--- config.mk ---
export PLATFORM = sky130hd
export DESIGN_NAME = interrupt_controller
export DESIGN_NICKNAME = d
export VERILOG_FILES = /design/src/rtl/interrupt_controller_pkg.sv /design/src/rtl/interrupt_controller_sync.sv /design/src/rtl/interrupt_controller.sv
export SDC_FILE = /design/constraint.sdc
export NUM_CORES = 1
export LEC_CHECK = 0
export CAP_MARGIN = 20
export CORE_AREA = 2 2 39 41
export DETAILED_ROUTE_END_ITERATION = 10
export DIE_AREA = 0 0 41 43
export DONT_BUFFER_PORTS = 1
export PLACE_DENSITY = 0.45
export RECOVER_POWER = 100
export SLEW_MARGIN = 20
export SYNTH_ARGS = -nofsm -noshare
export SYNTH_HDL_FRONTEND = slang
export SYNTH_SLANG_ARGS = --single-unit
--- constraint.sdc ---
create_clock -name Clock -period 1 [get_ports Clock]
set_input_delay 0.2 -clock Clock [delete_from_list [all_inputs] [get_ports Clock]]
set_output_delay 0.2 -clock Clock [all_outputs]
set_load 0.1 [all_outputs]
--- src/rtl/interrupt_controller_pkg.sv ---
// Shared definitions for the interrupt controller: state codes, source IDs
// and the fixed-priority winner selection.
package interrupt_controller_pkg;

    // Controller states; the encoding is visible on the IcState debug output.
    typedef enum logic [1:0] {
        IC_IDLE = 2'b00,
        IC_REQ  = 2'b01,
        IC_GAP  = 2'b10
    } ic_state_e;

    // Source IDs reported on IID_Sync.
    localparam logic EV_INT_0 = 1'b0;
    localparam logic EV_INT_1 = 1'b1;

    localparam logic TRUE  = 1'b1;
    localparam logic FALSE = 1'b0;

    // Source 0 always beats source 1.
    function automatic logic prio_pick(input logic [1:0] eligible);
        return eligible[0] ? EV_INT_0 : EV_INT_1;
    endfunction

endpackage

--- src/rtl/interrupt_controller_sync.sv ---
// Multi-flop synchroniser for one asynchronous interrupt line, followed by a
// rising-edge detector on the synchronised value.
module int_sync
    import interrupt_controller_pkg::*;
#(
    parameter int SYNC_STAGES = 2
) (
    input  logic Clock,
    input  logic SysReset,
    input  logic AsyncIn,
    output logic SyncOut,
    output logic RiseEdge
);

    logic [SYNC_STAGES-1:0] sync_q;
    logic                   hist_q;

    // Shift the raw line through the synchroniser chain; keep one cycle of history.
    always_ff @(posedge Clock or negedge SysReset) begin
        if (!SysReset) begin
            sync_q <= '0;
            hist_q <= FALSE;
        end else begin
            sync_q <= {sync_q[SYNC_STAGES-2:0], AsyncIn};
            hist_q <= sync_q[SYNC_STAGES-1];
        end
    end

    assign SyncOut  = sync_q[SYNC_STAGES-1];
    assign RiseEdge = sync_q[SYNC_STAGES-1] & ~hist_q;

endmodule

--- src/rtl/interrupt_controller.sv ---
// Two-source interrupt controller: synchronises the external lines, latches
// pending events, masks them with IntEn and presents one request (IRQ_Int /
// IID_Sync) that is held until the branch/exception controller acks it.
//
// Handshake: IRQ_Int is the valid, IntAck the one-cycle accept. While
// IRQ_Int is high, IID_Sync does not change. An IntAck seen in REQ completes
// the transfer; IntAck in any other state is ignored.
module interrupt_controller
    import interrupt_controller_pkg::*;
#(
    parameter int         SYNC_STAGES = 2,
    parameter logic [1:0] EDGE_TRIG   = 2'b11
) (
    input  logic       Clock,
    input  logic       SysReset,
    input  logic [1:0] IntReq,
    input  logic [1:0] IntEn,
    input  logic       IntAck,
    output logic       IRQ_Int,
    output logic       IID_Sync,
    output logic [1:0] IntPending,
    output logic       IntBusy,
    output ic_state_e  IcState
);

    logic [1:0] sync_s;
    logic [1:0] rise_s;
    logic [1:0] pend_q, pend_d;
    logic [1:0] clr_s;
    logic [1:0] elig_s;
    ic_state_e  state_q, state_d;
    logic       iid_q, iid_d;

    for (genvar i = 0; i < 2; i++) begin : g_sync
        int_sync #(.SYNC_STAGES(SYNC_STAGES)) u_sync (
            .Clock    (Clock),
            .SysReset (SysReset),
            .AsyncIn  (IntReq[i]),
            .SyncOut  (sync_s[i]),
            .RiseEdge (rise_s[i])
        );
    end

    // Pending next-state: edge sources latch (new edge beats ack clear), level sources follow the line.
    always_comb begin
        clr_s = '0;
        if (state_q == IC_REQ && IntAck) begin
            clr_s[iid_q] = TRUE;
        end
        for (int i = 0; i < 2; i++) begin
            pend_d[i] = EDGE_TRIG[i] ? (rise_s[i] | (pend_q[i] & ~clr_s[i])) : sync_s[i];
        end
    end

    assign elig_s = pend_q & IntEn;

    // Request FSM next-state: arbitrate in IDLE, hold in REQ, one settle cycle in GAP.
    always_comb begin
        state_d = state_q;
        iid_d   = iid_q;
        unique case (state_q)
            IC_IDLE: begin
                if (|elig_s) begin
                    iid_d   = prio_pick(elig_s);
                    state_d = IC_REQ;
                end
            end
            IC_REQ: begin
                if (IntAck) begin
                    state_d = IC_GAP;
                end else if (!IntEn[iid_q]) begin
                    state_d = IC_IDLE;
                end
            end
            IC_GAP:  state_d = IC_IDLE;
            default: state_d = IC_IDLE;
        endcase
    end

    // State, latched ID and pending flags.
    always_ff @(posedge Clock or negedge SysReset) begin
        if (!SysReset) begin
            state_q <= IC_IDLE;
            iid_q   <= EV_INT_0;
            pend_q  <= '0;
        end else begin
            state_q <= state_d;
            iid_q   <= iid_d;
            pend_q  <= pend_d;
        end
    end

    assign IRQ_Int    = (state_q == IC_REQ);
    assign IID_Sync   = iid_q;
    assign IntPending = pend_q;
    assign IntBusy    = (state_q != IC_IDLE);
    assign IcState    = state_q;

endmodule

==> flow_summary_export.csv, run 1 <==
group,metric,value,unit
run_status,status,"finished, violations left",
run_status,violations,"setup timing",
logic_synthesis,netlist_area,397,sq um
worst_setup_path,reg2reg_depth,3,
logic_synthesis,synth_nets,35,
timing,layout_min_cycle_time,1.39,ns
logic_synthesis,yosysUniqueCellTypes,15,
detailed_routing,dr.pass1.iters,1,
timing,skew,0.00151,ns
place,numPortBuffers,0,
die,initial_core_util,28.7,%
worst_hold_path,hold_class,"in -> reg",
clocking,clockBufferDepth,2,
layout,seqCellArea,289,sq um
timing,tns,-2.32,ns
detailed_routing,initialDrtViolationCount,0,
worst_setup_path,path_class,"reg -> out",
worst_setup_path,cp.required,0.80,ns
timing,fin_hold_ws,0.0692,ns
die,die_y,43,um
detailed_routing,routed_via_density,4.72,
detailed_routing,wirelength,838,um
clocking,cts_max_level,1,
timing,hold_violations,0,
grt,antenna_found_initial,0,
worst_hold_path,hold_depth,1,
grt,grt_usage,12.7,%
timing,setup_violations,11,
logic_synthesis,ys_seq_area_share,69.4,%
die,rows,14,
run,cap_violations,0,
place,post_dp_cell_area,546,sq um
worst_setup_path,rrSetupSlack,-0.29,ns
timing,worst_slew_pin_slew,0.475,ns
logic_synthesis,syn_area_per_cell,14.2,sq um
clocking,cts_buffers,3,
grt,grt_pass1_vias,329,
layout,multiInputGateArea,141,sq um
timing,fin_ws,-0.391,ns
clocking,cts.clk_slew.worst_paths,0.06,ns
die,die_area,0.00176,sq mm
layout,layout-drive-gt1-share,55.1,%
detailed_routing,antenna_left,0,
detailed_routing,route.detailed.wl_per_inst,12.9,um
layout,design_area,714,sq um
clocking,cts_root_buf,"clkbuf_4",
place,hpwl,616,um
layout,area_growth,80.1,%
logic_synthesis,yosysWarnings,0,
timing,fmaxAchievable,719,MHz
timing,rsz0062_at_grt,"yes",
worst_setup_path,start_kind,"register",
clocking,cts_tree,"built",
place,finalWeightedCongestion,0.605,
logic_synthesis,synth_cells,28,
layout,final_util,51.6,%
worst_setup_path,endpoint_kind,"output port",
detailed_routing,dr_total_vias,307,
grt,overflow,0,
worst_setup_path,cp.arrival,1.19,ns
worst_setup_path,crit_fanout,4,
clocking,worst_skew_pair.late_latency,0.26,ns
clocking,clock_sinks,11,
layout,final_net_count,57,
timing,slew-limit-headroom,68.2,%
timing,min_period_over_period,139,%
layout,fillers,129,
die,core-area,0.00138,sq mm
logic_synthesis,synth-seq-cells,11,
grt,grt_max_degree,12,
grt,grt_pass1_wl,1430,um
die,die_w,41,um
timing,finalMaxSlewViolations,0,
detailed_routing,drcViolationCount,0,
layout,diodes,0,
die,io_pins,14,
logic make-up (layout without fill, tap and decap cells):
group / Yosys count / count (layout) / share of synthesized area, %
compound gates: 5 / 5 / 9.46
mux: 1 / 1 / 2.52
simple gates: 8 / 8 / 15.8
flops: 11 / 11 / 69.4
buf+inv: 3 / 24 / 2.84
sequential cells by signal, summed over array words and instances, names as in the netlist:
signal,cells
IID_Sync,1
g_sync.u_sync.sync_q,4
IcState,2
IntPending,2
g_sync.u_sync.hist_q,2
cell usage after synthesis:
cell / instances / area (sq um)
mux2i_1: 1 / 10.0
nor2b_1: 1 / 6.26
or3b_1: 1 / 8.76
and2_1: 1 / 6.26
or2_2: 1 / 6.26
o22ai_1: 2 / 12.5
a22o_1: 1 / 8.76
a22oi_1: 1 / 7.51
and4bb_2: 1 / 12.5
dfrtp_1: 11 / 275
nand2_1: 1 / 3.75
o22a_1: 1 / 8.76
nand4b_1: 1 / 8.76
inv_1: 3 / 11.3
nor4bb_1: 1 / 10.0
worst paths after layout:
path                                            start                         end
max                                        IcState[1]                     IntBusy
min                                            IntAck                  IcState[1]
max reg2reg                                IcState[1]                  IcState[0]
min reg2reg                g_sync[0].u_sync.sync_q[0]  g_sync[0].u_sync.sync_q[1]
max in group asynchronous                    SysReset                  IcState[1]
min in group asynchronous                    SysReset  g_sync[0].u_sync.sync_q[0]
critical path: stages, from the launching register on:
cell     delay [ns]
dfrtp_4        0.50
or2_4          0.26
buf_12         0.17
routing by layer:
layer  vias up  share of wire (%)  global-route usage, %
met2        14                 53                   18.1
met3         2                5.3                   1.57
met4         0                2.0                   12.0
li1        145                  -                      -
met1       146                 40                   15.5
met5         -                  0                      0
layout make-up:
class / instances / area share, %
timing repair buffer: 17 / 31.7
multi-input combinational: 14 / 19.8
tap: 16 / 2.80
clock buffer: 4 / 3.68
inverter: 3 / 1.58
sequential: 11 / 40.5
per-stage QoR:
step / std cells / setup WS (ns)
CTS: 65 / -0.404
finish: 65 / -0.391
detailed placement: 53 / -0.154
global route: 65 / -0.432
floorplan: 28 / -0.493
global placement: 53 / -0.137
layout by cell type, fill, tap and decap left out, drive strengths merged:
cell	synthesis	layout
dlygate4sd3	0	3
or2	1	1
or3b	1	1
nand2	1	1
inv	3	3
clkbuf	0	4
and2	1	1
and4bb	1	1
a22o	1	1
mux2i	1	1
nor2b	1	1
nor4bb	1	1
dfrtp	11	11
o22a	1	1
a22oi	1	1
buf	0	14
nand4b	1	1
o22ai	2	2
timing repair:
item / 4_1_cts / 5_1_grt
hold endpoints to repair: 13 / 0
gates resized for setup: 15 / 1
setup buffers: 5 / 0
setup endpoints to repair: 11 / 11
pin swaps: 3 / 0
hold buffers: 3 / 0
Power of run 1 is not shown: default switching activity piles up to over one toggle a cycle in this logic, so the estimate is an artifact.
==> run 2, diff against run 1 <==
- HOLD_SLACK_MARGIN: not set -> 0.15
==> flow_summary_export.csv, run 2 (synthesized netlist as in run 1, its figures left out) <==
group,metric,value,unit
clocking,cts_buffers,3,
run_status,violations,"setup timing",
die,rows,14,
clocking,clock_sinks,11,
run_status,status,"finished, violations left",
grt,overflow,0,
layout,largest_reg_flops,4,
worst_setup_path,reg2reg_to,"IcState[0]",
layout,top_register,"g_sync.u_sync.sync_q",
worst_hold_path,hold_start,"IntEn[1]",
clocking,worst_skew_pair.late_latency,0.26,ns
detailed_routing,initialDrtViolationCount,1,
timing,hold_violations,0,
detailed_routing,routed_via_density,4.69,
die,die_y,43,um
timing,worst_slew_pin_slew,0.472,ns
timing,slew-limit-headroom,68.4,%
detailed_routing,antenna_left,0,
layout,final_net_count,59,
run,cap_violations,0,
timing,setup_violations,11,
grt,grt_pass1_wl,1440,um
timing,skew,0.00442,ns
timing,rsz0062_at_grt,"yes",
grt,grt_usage,12.8,%
detailed_routing,dr_total_vias,314,
layout,final_common_cell,"buf_12",
timing,finalMaxSlewViolations,0,
die,die_w,41,um
worst_setup_path,crit_fanout,4,
grt,antenna_found_initial,0,
die,core-area,0.00138,sq mm
clocking,cts_max_level,1,
detailed_routing,wirelength,884,um
place,finalWeightedCongestion,0.605,
worst_hold_path,hold_end,"IcState[0]",
clocking,cts.clk_slew.worst_paths,0.06,ns
worst_setup_path,start_kind,"register",
grt,grt_max_degree,12,
layout,diodes,0,
detailed_routing,route.detailed.wl_per_inst,13.2,um
layout,area_growth,85.2,%
layout,final_cell_mix,"buf_12, dfrtp_1, buf_4",
place,post_dp_cell_area,546,sq um
clocking,cts_root_buf,"clkbuf_4",
clocking,cts_tree,"built",
worst_hold_path,hold_class,"in -> reg",
place,hpwl,616,um
worst_setup_path,reg2reg_from,"IcState[1]",
die,die_area,0.00176,sq mm
die,initial_core_util,28.7,%
timing,min_period_over_period,139,%
worst_setup_path,endpoint_kind,"output port",
layout,layout-drive-gt1-share,52.9,%
worst_setup_path,cp.required,0.80,ns
layout,design_area,734,sq um
die,io_pins,14,
timing,layout_min_cycle_time,1.39,ns
worst_hold_path,hold_depth,2,
timing,fmaxAchievable,720,MHz
place,numPortBuffers,0,
worst_setup_path,rrSetupSlack,-0.28,ns
detailed_routing,dr.pass1.iters,2,
timing,fin_ws,-0.389,ns
worst_setup_path,reg2reg_depth,3,
clocking,clockBufferDepth,2,
worst_setup_path,cp.arrival,1.19,ns
grt,grt_pass1_vias,330,
detailed_routing,drcViolationCount,0,
worst_setup_path,path_class,"reg -> out",
[run 2: cell types whose count changed in the layout (fill, tap and decap cells not counted), sizes merged]
| cell | before | now |
|---|---|---|
| dlygate4sd3 | 3 | 5 |
[run 2: how the worst max path moves through the flow]
stage                    start  depth (start not counted)    endpoint  slack (ns)
floorplan           IcState[0]                          2  IcState[1]       -0.49
global placement    IcState[1]                          2  IcState[0]       -0.14
detailed placement  IcState[1]                          2     IntBusy       -0.15
CTS                 IcState[1]                          2     IntBusy       -0.40
global route        IcState[1]                          2     IntBusy       -0.43
finish              IcState[1]                          2     IntBusy       -0.39
[run 2: what timing repair did]
item | 4_1_cts | 5_1_grt
setup endpoints to repair | 11 | 11
setup buffers | 5 | 0
pin swaps | 3 | 0
endpoints found under the hold margin | 16 | 0
gates resized for setup | 15 | 1
hold buffers | 5 | 0
[run 2: metal layers]
metal,GRT usage [%],wire (um)
met1,15.5,355
met2,18.1,453
met3,2.09,57
met4,12.0,17
met5,0,0
[run 2: final cells by class]
type / count / area [sq um]
multi-input cells: 14 / 141
inverters: 3 / 11.3
well taps: 16 / 20.0
clock buffers: 4 / 26.3
repair buffers: 19 / 246
fillers: 127 / 649
flip-flops and latches: 11 / 289
[run 2: stage by stage]
step           util (%)  hold WS, ns  std cells  worst slack (ns)  TNS, ns
2_1_floorplan         -      -0.0956         28            -0.493    -2.11
6_report           53.1        0.160         67            -0.389    -2.31
4_1_cts            52.6        0.179         67            -0.404    -2.47
3_5_place_dp       39.4      -0.0954         53            -0.154   -0.625
5_1_grt            53.1        0.179         67            -0.430    -2.81
3_3_place_gp       39.4      -0.0954         53            -0.137   -0.514
[run 2: critical path, cell delays in order (launching register included)]
cell and delay (ns):
dfrtp_4 0.50, or2_4 0.26, buf_12 0.17
Power of run 2 is left out for the same reason.
